### config.mk
export PLATFORM = sky130hd
export DESIGN_NAME = button_conditioner_flat
export DESIGN_NICKNAME = d
export VERILOG_FILES = /design/src/rtl/button_conditioner_if.sv /design/src/rtl/button_conditioner.sv /design/src/flat_wrapper.sv
export SDC_FILE = /design/constraint.sdc
export NUM_CORES = 1
export LEC_CHECK = 0
export ABC_AREA = 0
export CORE_UTILIZATION = 51
export DETAILED_ROUTE_END_ITERATION = 8
export GPL_ROUTABILITY_DRIVEN = 0
export GPL_TIMING_DRIVEN = 0
export MAX_ROUTING_LAYER = met4
export PLACE_DENSITY = 0.77
export SLEW_MARGIN = 5
export SYNTH_ARGS = -nofsm -noshare
export SYNTH_HDL_FRONTEND = slang
export SYNTH_SLANG_ARGS = --single-unit
### constraint.sdc
create_clock -name clock -period 2.6 [get_ports clock]
set_input_delay 0.26 -clock clock [delete_from_list [all_inputs] [get_ports clock]]
set_output_delay 0.26 -clock clock [all_outputs]
set_load 0.01 [all_outputs]
### src/rtl/button_conditioner_if.sv
// Button front-end bus: raw active-low KEY inputs in, debounced press events out.
// master = conditioner side, slave = game-core / stimulus side.
interface button_conditioner_if;
  logic [3:0] buttons;
  logic       press_valid;
  logic [1:0] press_code;
  logic [3:0] press_onehot;
  logic       held;
  logic       chord_error;
  logic [7:0] press_count;

  modport master (
    input  buttons,
    output press_valid, press_code, press_onehot, held, chord_error, press_count
  );

  modport slave (
    output buttons,
    input  press_valid, press_code, press_onehot, held, chord_error, press_count
  );
endinterface

### src/rtl/button_conditioner.sv
// Synchronises and debounces KEY[3:0], emitting one strobe per accepted single-button
// press, rejecting chords, and counting accepted presses modulo 256.
module button_conditioner #(
  parameter int unsigned DEBOUNCE_CYCLES = 1000000,
  parameter int unsigned CNT_W           = 20
) (
  input logic                  clock,
  input logic                  resetn,
  button_conditioner_if.master bus
);

  localparam logic [1:0] IDLE       = 2'd0;
  localparam logic [1:0] DB_PRESS   = 2'd1;
  localparam logic [1:0] PRESSED    = 2'd2;
  localparam logic [1:0] DB_RELEASE = 2'd3;

  localparam logic [CNT_W-1:0] CNT_LAST = CNT_W'(DEBOUNCE_CYCLES - 1);

  logic [1:0]       state;
  logic [3:0]       sync1;
  logic [3:0]       p;
  logic [3:0]       cap;
  logic [CNT_W-1:0] cnt;
  logic             cap_onehot;
  logic [1:0]       cap_code;

  logic             press_valid;
  logic [1:0]       press_code;
  logic [3:0]       press_onehot;
  logic             chord_error;
  logic [7:0]       press_count;

  // Inversion folded into the first flop so p is active-high.
  always_ff @(posedge clock or negedge resetn) begin
    if (!resetn) begin
      sync1 <= '0;
      p     <= '0;
    end else begin
      sync1 <= ~bus.buttons;
      p     <= sync1;
    end
  end

  always_comb begin
    cap_onehot = (cap != '0) && ((cap & (cap - 4'd1)) == '0);
    cap_code   = 2'd0;
    case (cap)
      4'b0010: cap_code = 2'd1;
      4'b0100: cap_code = 2'd2;
      4'b1000: cap_code = 2'd3;
      default: cap_code = 2'd0;
    endcase
  end

  always_ff @(posedge clock or negedge resetn) begin
    if (!resetn) begin
      state        <= IDLE;
      cap          <= '0;
      cnt          <= '0;
      press_valid  <= 1'b0;
      press_code   <= '0;
      press_onehot <= '0;
      chord_error  <= 1'b0;
      press_count  <= '0;
    end else begin
      press_valid  <= 1'b0;
      press_code   <= '0;
      press_onehot <= '0;
      chord_error  <= 1'b0;
      case (state)
        IDLE: begin
          if (p != '0) begin
            cap   <= p;
            cnt   <= '0;
            state <= DB_PRESS;
          end
        end
        DB_PRESS: begin
          // Pattern change wins over reaching the terminal count.
          if (p == '0) begin
            state <= IDLE;
          end else if (p != cap) begin
            cap <= p;
            cnt <= '0;
          end else if (cnt == CNT_LAST) begin
            state <= PRESSED;
            if (cap_onehot) begin
              press_valid  <= 1'b1;
              press_code   <= cap_code;
              press_onehot <= cap;
              press_count  <= press_count + 8'd1;
            end else begin
              chord_error  <= 1'b1;
            end
          end else begin
            cnt <= cnt + 1'b1;
          end
        end
        PRESSED: begin
          if (p == '0) begin
            cnt   <= '0;
            state <= DB_RELEASE;
          end
        end
        DB_RELEASE: begin
          if (p != '0) begin
            cnt <= '0;
          end else if (cnt == CNT_LAST) begin
            state <= IDLE;
          end else begin
            cnt <= cnt + 1'b1;
          end
        end
        default: state <= IDLE;
      endcase
    end
  end

  assign bus.press_valid  = press_valid;
  assign bus.press_code   = press_code;
  assign bus.press_onehot = press_onehot;
  assign bus.chord_error  = chord_error;
  assign bus.press_count  = press_count;
  assign bus.held         = (state == PRESSED) || (state == DB_RELEASE);

endmodule

### src/flat_wrapper.sv
// flat-port wrapper written by rule: the top's interface ports become plain ports
module button_conditioner_flat 
#(
  parameter int unsigned DEBOUNCE_CYCLES = 1000000,
  parameter int unsigned CNT_W           = 20
)
  (clock, resetn, bus_buttons, bus_press_valid, bus_press_code, bus_press_onehot, bus_held, bus_chord_error, bus_press_count);
  button_conditioner_if bus_i ();
  input logic clock;
  input logic resetn;
  input wire logic [$bits(bus_i.buttons)-1:0] bus_buttons;
  output wire logic [$bits(bus_i.press_valid)-1:0] bus_press_valid;
  output wire logic [$bits(bus_i.press_code)-1:0] bus_press_code;
  output wire logic [$bits(bus_i.press_onehot)-1:0] bus_press_onehot;
  output wire logic [$bits(bus_i.held)-1:0] bus_held;
  output wire logic [$bits(bus_i.chord_error)-1:0] bus_chord_error;
  output wire logic [$bits(bus_i.press_count)-1:0] bus_press_count;
  assign bus_i.buttons = bus_buttons;
  assign bus_press_valid = bus_i.press_valid;
  assign bus_press_code = bus_i.press_code;
  assign bus_press_onehot = bus_i.press_onehot;
  assign bus_held = bus_i.held;
  assign bus_chord_error = bus_i.chord_error;
  assign bus_press_count = bus_i.press_count;
  button_conditioner #(.DEBOUNCE_CYCLES(DEBOUNCE_CYCLES), .CNT_W(CNT_W)) u_core (.clock(clock), .resetn(resetn), .bus(bus_i));
endmodule
==> run metrics, run 1 <==
status completed; hpwl dp 3250 um; EDFF count, synth 0; maximum VDD drop 0.000339 V; CP peak stage delay 0.42 ns; Post-synth top cells dfrtp_1, nor2_1, xnor2_1; number of H-tree levels 2; Logic pwr share 0.070; clock insertion delay at the later pin of the skew report 0.30 ns; sequential element share of the synthesized area 0.503; post-synthesis adder-cell area fraction 0.0101; crit path time final 2.25 ns; Avg Cell Area, Syn 10.9 sq um; GRT Util Overall 0.200; Worst Skew 0.00733 ns; clk sink count 50; RSZ-0062 raised after global routing no; global-route wire length before repair 7860 um; dominant synthesized flop cell dfrtp_1; Synth Net Count 237; cts bufs inserted 5; number of library cell types mapped by synthesis 50; Die Area 5160 sq um; P_int 1.04 mW; DRC 0; Die Ht 71.9 um; post-DR wirelength/cell 13.7 um; critical path fanouts, max 9; CTS root buf clkbuf_8; row count 25; fin area 2910 sq um; Worst-Margin Slew 0.715 ns; top-count cell post-synth dfrtp_1; post-route antenna net violation count 0; port bufs 22; P&R area growth vs syn 16.9%; Worst EP required 2.78 ns; PwrDens 463 nW/um^2; routed vias/inst 5.53; initial antenna violation count 0; largest net degree at the start of global routing 27; via count 1,814; critical path class flop to flop; largest family of logic cells by synthesized area simple AND/OR/NAND/NOR gates; crit end category flop; Pwr Total 1.35 mW; maximum buffer depth of the clock tree 2; cells on worst reg2reg path 6; final count of hold timing violations 0; Sequential Power Share 0.593; max_cap viols 0; crit path cell chain ha_1 -> nand4_1 -> nor4_1 -> and3_1 -> buf_2 -> mux2_1; Initial Util 0.527; LEAKAGE 1.22 nW; Post-synth ARST share 1.00; yosys warns 0; Psw 0.307 mW; vias in the first global route 1,761; Yosys top cell by area dfrtp_1; hold depth 0; Worst-path clk slew 0.08 ns; final wirelength 4500 um; Synth Area in Compound Gates 0.0779; mux cell area share after synthesis 0.0367; switch share 0.228; Final Max Tran Viols 0; CTS tree done; Hold WC Path Type flop to flop; fmax 444 MHz; final number of setup-violating endpoints 0; 1st-iter DRT viols 104; Tcrit/Tclk final 0.867; slew margin rel. 0.518; Diodes inserted 0; number of synthesized register bits 50; Syn Inst Count 229; Synth Area in XOR/XNOR 0.0950; leading post-synthesis cells by cell area dfrtp_1, xnor2_1, xor2_1, nor2_1, nand4_1; Post-Synth Simple-Gate Area 0.244; post-synth top area share 0.503; Ports 23; Die W 71.9 um; core area 4720 sq um; router iterations before antenna repair 4; GRT overflow 0; Layout Nets 268; slowest CP cell dfrtp_1; Clock Power Share 0.337; layout cells sized above 1 0.142; Startpoint Class flop; Post-CTS Setup Bufs 0; Post-Syn Area 2490 sq um; Post-Place Cell Area 2810 sq um; crit path DAT 2.44 ns
layer usage:
layer  routed length (um)  vias to the layer above  GRT usage
met1                 2180                      895      0.263
met2                 2110                       34      0.311
li1                     -                      881          -
met5                    0                        -          -
met4                   48                        0     0.0675
met3                  165                        4     0.0380
what timing repair did:
action | in CTS | in global routing
hold buffers | 1 | 0
endpoints found under the setup margin | 0 | 0
hold endpoints to repair | 24 | 0
gates resized for setup | 0 | 0
worst paths after layout:
path | startpoint | to | slack, ns
max | u_core.cnt[0] | u_core.bus.press_count[1] | 0.35
min | u_core.sync1[3] | u_core.p[3] | 0.35
max reg2reg | u_core.cnt[0] | u_core.bus.press_count[1] | 0.35
min reg2reg | u_core.sync1[3] | u_core.p[3] | 0.35
max in group asynchronous | resetn | u_core.cap[0] | 1.58
min in group asynchronous | resetn | u_core.bus.press_onehot[3] | 0.49
cell usage in the layout, fill, tap and decap left out, types with 4 or more instances in the layout:
cell,count
a21oi_1,5
and3_1,8
buf_2,7
clkbuf_1,4
clkbuf_8,6
clkdlybuf4s50_1,21
dfrtp_1,50
inv_1,5
mux2_2,4
nand2_1,14
nand3_1,9
nand4_1,14
nor2_1,25
nor3_1,5
xnor2_1,16
xor2_1,11
power groups by stage:
stage                     Clock, mW  Sequential [mW]  Combinational [mW]
after CTS                     0.467            0.799              0.0965
after global placement            0            0.814              0.0894
after global routing          0.497            0.801               0.108
after detailed placement          0            0.815              0.0951
after floorplan                   0            0.812              0.0573
final                         0.454            0.799              0.0946
flip-flops by register name, indices dropped and copies added, names as in the netlist, 2 cells and up, named ones only:
name / flops
u_core.cnt: 20
u_core.sync1: 4
u_core.p: 4
u_core.cap: 4
u_core.bus.press_onehot: 4
u_core.bus.press_code: 2
u_core.bus.press_count: 8
metrics by stage:
step / hold WS, ns / worst slack [ns] / TNS (ns) / utilization / instances
final: 0.353 / 0.346 / 0 / 0.616 / 328
after global routing: 0.364 / 0.0708 / 0 / 0.616 / 328
after CTS: 0.354 / 0.333 / 0 / 0.616 / 328
after detailed placement: 0.294 / 0.358 / 0 / 0.594 / 319
after global placement: 0.334 / -0.116 / -5.71 / 0.591 / 318
after floorplan: -0.0356 / 0.653 / 0 / - / 229
cell type report:
class,instances,area (sq um)
Buffer,11,60.1
Clock buffer,7,86.3
Clock inverter,1,5.00
Fill cell,385,1810
Inverter,6,22.5
Multi-Input combinational cell,162,1150
Sequential cell,50,1250
Tap cell,67,83.8
Timing Repair Buffer,24,245
worst max-delay path, delay by kind of cell, from the launching register on:
family	cells	cell delay, ns
fa+ha+maj	1	0.25
buf+inv	1	0.15
flops	1	0.42
mux	1	0.32
simple gates	3	1.00
kinds of logic after synthesis:
family	count (synthesis)
adders and majority gates	2
xor gates and xnor gates	27
and+or+nand+nor	100
AOI/OAI and AO/OA	25
DFF	50
muxes	8
buffers and inverters	17
Power figures use the tool's default switching activity.
==> run 2: changes to the inputs <==
--- a/config.mk
+++ b/config.mk
@@ -10,7 +10,6 @@
 export DETAILED_ROUTE_END_ITERATION = 8
 export GPL_ROUTABILITY_DRIVEN = 0
 export GPL_TIMING_DRIVEN = 0
-export MAX_ROUTING_LAYER = met4
 export PLACE_DENSITY = 0.77
 export SLEW_MARGIN = 5
 export SYNTH_ARGS = -nofsm -noshare
==> run 2 against run 1 <==
  * Clock skew rose by 0.00082 ns
  * Final cell count did not move
  * Sequential power barely moved
  * Setup slack improved by 0.0051 ns
  * Non-clock buffer count did not move
  * Hold slack barely moved
  * Register-to-register slack barely moved
  * Critical path depth did not move
  * Critical path type unchanged
  * First-iteration DRC count rose by 0.96%
==> run metrics, run 2 (synthesis gave the netlist of run 1 again) <==
1st-iter DRT viols 105 (was 104); crit end category flop (unchanged); Hold WC Path Type flop to flop (unchanged); slew margin rel. 0.513 (was 0.518); layout cells sized above 1 0.142 (unchanged); final hold slack 0.353 ns (about the same); post-CTS resize count 0 (unchanged); Tcrit/Tclk final 0.865 (was 0.867); clk sink count 50 (unchanged); Initial Util 0.527 (unchanged); cells on worst reg2reg path 6 (unchanged); clock insertion delay at the later pin of the skew report 0.30 ns (about the same); routed vias/inst 5.54 (was 5.53); Ports 23 (unchanged); Layout Nets 268 (unchanged); Placed Instances 319 (unchanged); post-DR wirelength/cell 13.7 um (about the same); Largest register FFs 20 (unchanged); Worst-Margin Slew 0.722 ns (was 0.715 ns); cts bufs inserted 5 (unchanged); status completed (unchanged); commonest non-fill, non-tap cell in the layout dfrtp_1 (unchanged); fmax 445 MHz (was 444 MHz); Final Max Tran Viols 0 (unchanged); Fillers 385 (unchanged); Worst-path clk slew 0.08 ns (about the same); maximum VDD drop 0.000339 V (about the same); LEAKAGE 1.22 nW (unchanged); port bufs 22 (unchanged); multi-input logic area 1150 sq um (unchanged); crit path time final 2.25 ns (about the same); Post-CTS Hold Fix Bufs 1 (unchanged); Reg area 1250 sq um (unchanged); final wirelength 4490 um (was 4500 um); Startpoint Class flop (unchanged); CTS root buf clkbuf_8 (unchanged); Die W 71.9 um (unchanged); dpl ws 0.358 ns (unchanged); Worst EP required 2.78 ns (about the same); row count 25 (unchanged); router iterations before antenna repair 4 (unchanged); Layout Utilization 0.616 (unchanged); maximum buffer depth of the clock tree 2 (unchanged); critical path fanouts, max 9 (unchanged); final number of setup-violating endpoints 0 (unchanged); PwrDens 463 nW/um^2 (about the same); Die Ht 71.9 um (unchanged); final count of hold timing violations 0 (unchanged); GRT Util Overall 0.194 (was 0.200); largest register by flop count u_core.cnt (unchanged); Cell Count, Final, Fillers Out 328 (unchanged); core area 4720 sq um (unchanged); largest registers u_core.cnt (20), u_core.bus.press_count (8) (unchanged); hold depth 0 (unchanged); Worst Skew 0.00815 ns (was 0.00733 ns); Post-CTS Setup Bufs 0 (unchanged); post-route antenna net violation count 0 (unchanged); initial antenna violation count 0 (unchanged); Die Area 5160 sq um (unchanged); setup ws final 0.351 ns (was 0.346 ns); critical path class flop to flop (unchanged); P&R area growth vs syn 16.9% (unchanged); GRT overflow 0 (unchanged); Diodes inserted 0 (unchanged); largest net degree at the start of global routing 27 (unchanged); RSZ-0062 raised after global routing no (unchanged); via count 1,816 (was 1,814); crit path DAT 2.43 ns (was 2.44 ns); hpwl dp 3250 um (unchanged); DRC 0 (unchanged); most frequent cells in the layout dfrtp_1, nor2_1, clkdlybuf4s50_1 (unchanged); global-route wire length before repair 7870 um (was 7860 um); max_cap viols 0 (unchanged); vias in the first global route 1,760 (was 1,761); CTS tree done (unchanged); number of H-tree levels 2 (unchanged)
## run 2: cell counts in the layout (fill, tap and decap cells not counted)
No cell type changed its count.
## run 2: layer usage
layer	share of wire	wire, um	GRT usage
met5	0	0	0
met3	0.031	137	0.0380
met2	0.46	2090	0.311
met4	0.013	57	0.0675
met1	0.49	2210	0.264
## run 2: worst max-delay path: stages, from the launching register on
cell and delay (ns):
dfrtp_1 0.42, ha_1 0.25, nand4_1 0.37, nor4_1 0.40, and3_1 0.21, buf_2 0.15, mux2_1 0.32
## run 2: final cells by class
type	count	area share
Sequential cell	50	0.430
Multi-Input combinational cell	162	0.397
Timing Repair Buffer	24	0.0843
Clock buffer	7	0.0297
Tap cell	67	0.0288
Buffer	11	0.0206
Inverter	6	0.00774
Clock inverter	1	0.00172
## run 2: through the flow
step | power (mW) | setup TNS (ns) | cell area (sq um)
6_report | 1.35 | 0 | 2910
5_1_grt | 1.41 | 0 | 2910
4_1_cts | 1.36 | 0 | 2910
3_5_place_dp | 0.910 | 0 | 2810
3_3_place_gp | 0.904 | -5.71 | 2790
2_1_floorplan | 0.869 | 0 | 2490
## run 2: where the power goes
group          total, mW  switching (mW)  internal, mW
sequential         0.799          0.0101         0.789
combinational     0.0945          0.0578        0.0366
clock              0.452           0.238         0.215
total               1.35           0.306          1.04
## run 2: final timing paths
path | start | end | slack [ns]
setup reg to reg | u_core.cnt[0] | u_core.bus.press_count[1] | 0.35
min in group asynchronous | resetn | async pin | 0.49
setup / recovery | u_core.cnt[0] | u_core.bus.press_count[1] | 0.35
hold reg to reg | u_core.sync1[3] | u_core.p[3] | 0.35
max in group asynchronous | resetn | u_core.cap[0] | 1.58
hold / removal | u_core.sync1[3] | u_core.p[3] | 0.35
==> run 3: changes to the inputs <==
--- a/config.mk
+++ b/config.mk
@@ -10,7 +10,7 @@
 export DETAILED_ROUTE_END_ITERATION = 8
 export GPL_ROUTABILITY_DRIVEN = 0
 export GPL_TIMING_DRIVEN = 0
-export PLACE_DENSITY = 0.77
+export PLACE_DENSITY = 0.84
 export SLEW_MARGIN = 5
 export SYNTH_ARGS = -nofsm -noshare
 export SYNTH_HDL_FRONTEND = slang
==> constraint.sdc (replaced) <==
create_clock -name clock -period 2.52 [get_ports clock]
set_input_delay 0.252 -clock clock [delete_from_list [all_inputs] [get_ports clock]]
set_output_delay 0.252 -clock clock [all_outputs]
set_load 0.01 [all_outputs]
==> run 3 against run 2 <==
  * First-iteration DRC count is 84% higher
  * Clock power increased by 1%
  * Clock skew about the same
  * Sequential cell count unchanged
  * Setup slack worse by 0.098 ns
==> run metrics, run 3 (synthesis gave the netlist of run 1 again) <==
GRT overflow 0 (unchanged); Diodes inserted 0 (unchanged); final number of setup-violating endpoints 0 (unchanged); crit end category flop (unchanged); Initial Util 0.527 (unchanged); Layout Nets 268 (unchanged); Die Ht 71.9 um (unchanged); routed vias/inst 5.57 (was 5.54); final count of hold timing violations 0 (unchanged); CTS tree done (unchanged); largest net degree at the start of global routing 31 (was 27); initial antenna violation count 0 (unchanged); largest register by flop count u_core.cnt (unchanged); multi-input logic area 1150 sq um (unchanged); 1st-iter DRT viols 193 (was 105); Fillers 374 (was 385); Ports 23 (unchanged); clk sink count 50 (unchanged); max_cap viols 0 (unchanged); Startpoint Class flop (unchanged); largest registers u_core.cnt (20), u_core.bus.press_count (8) (unchanged); RSZ-0062 raised after global routing no (unchanged); crit path time final 2.27 ns (was 2.25 ns); Final Max Tran Viols 0 (unchanged); final hold slack 0.352 ns (was 0.353 ns); fmax 441 MHz (was 445 MHz); core area 4720 sq um (unchanged); GRT Util Overall 0.200 (was 0.194); fin area 2900 sq um (was 2910 sq um); slew margin rel. 0.491 (was 0.513); clock insertion delay at the later pin of the skew report 0.30 ns (about the same); router iterations before antenna repair 4 (unchanged); Layout Utilization 0.614 (was 0.616); total negative setup slack 0 ns (unchanged); post-DR wirelength/cell 14.2 um (was 13.7 um); vias in the first global route 1,713 (was 1,760); maximum buffer depth of the clock tree 2 (unchanged); Die Area 5160 sq um (unchanged); Post-CTS Setup Bufs 0 (unchanged); PwrDens 476 nW/um^2 (was 463 nW/um^2); LEAKAGE 1.22 nW (about the same); global-route wire length before repair 7980 um (was 7870 um); maximum VDD drop 0.000315 V (was 0.000339 V); Die W 71.9 um (unchanged); Reg area 1250 sq um (unchanged); Worst-path clk slew 0.08 ns (about the same); layout cells sized above 1 0.139 (was 0.142); cts bufs inserted 5 (unchanged); most frequent cells in the layout dfrtp_1, nor2_1, clkdlybuf4s50_1 (unchanged); row count 25 (unchanged); status completed (unchanged); Worst-Margin Slew 0.756 ns (was 0.722 ns); number of H-tree levels 2 (unchanged); hpwl dp 3220 um (was 3250 um); Post-Place Cell Area 2810 sq um (unchanged); critical path class flop to flop (unchanged); crit path DAT 2.45 ns (was 2.43 ns); Worst EP required 2.70 ns (was 2.78 ns); via count 1,817 (was 1,816); DRC 0 (unchanged); CTS root buf clkbuf_8 (unchanged); port bufs 22 (unchanged); Hold WC Path Type flop to flop (unchanged); critical path fanouts, max 9 (unchanged); commonest non-fill, non-tap cell in the layout dfrtp_1 (unchanged); P&R area growth vs syn 16.5% (was 16.9%); final wirelength 4630 um (was 4490 um); Cell Count, Final, Fillers Out 326 (was 328); Placed Instances 319 (unchanged); Tcrit/Tclk final 0.899 (was 0.865); post-route antenna net violation count 0 (unchanged); Largest register FFs 20 (unchanged); Worst Skew 0.00833 ns (was 0.00815 ns)
## run 3: cell count changes in the layout (fill, tap and decap cells not counted), sizes merged
cell and change:
clkinv -1, clkbuf -1
## run 3: repair_timing
item | CTS | global route
hold buffers | 1 | 0
resized for setup | 0 | 0
endpoints found under the hold margin | 20 | 0
setup endpoints to repair | 0 | 0
## run 3: worst max-delay path, stage by stage (launching register included)
cell and delay, ns:
dfrtp_1 0.43, ha_1 0.26, nand4_1 0.39, nor4_1 0.39
and3_1 0.20, buf_2 0.15, mux2_1 0.33
## run 3: area by class of cell
class	instances	share of cell area
flip-flops and latches	50	0.431
multi-input cells	162	0.398
repair buffers	24	0.0846
well taps	67	0.0289
clock buffers	6	0.0285
plain buffers	11	0.0207
inverters	6	0.00777
## run 3: final timing paths
path                                      start                   endpoint  slack (ns)  depth (start not counted)
max in group asynchronous                resetn  u_core.bus.press_count[6]        1.56                          3
worst max register to register    u_core.cnt[0]  u_core.bus.press_count[1]        0.25                          6
worst max-delay path              u_core.cnt[0]  u_core.bus.press_count[1]        0.25                          6
worst min-delay path            u_core.sync1[3]                u_core.p[3]        0.35                          0
worst min register to register  u_core.sync1[3]                u_core.p[3]        0.35                          0
min in group asynchronous                resetn             u_core.cnt[13]        0.43                          2
## run 3: per-stage QoR
stage	worst slack (ns)	power, mW
after detailed placement	0.303	0.938
after global placement	-0.182	0.932
after CTS	0.277	1.39
after global routing	0.0779	1.44
final	0.253	1.38
after floorplan	0.573	0.897
## run 3: where the power goes
group	internal (mW)	leakage, nW	switching [mW]
sequential	0.814	0.666	0.0107
clock	0.212	0.0431	0.246
combinational	0.0378	0.508	0.0598
total	1.06	1.22	0.316
## run 3: routing by layer
layer / vias to the layer above / GRT usage / wire (um)
met5: - / 0 / 0
li1: 890 / - / -
met1: 881 / 0.281 / 2160
met4: 0 / 0.0850 / 97
met2: 36 / 0.309 / 2220
met3: 10 / 0.0338 / 149
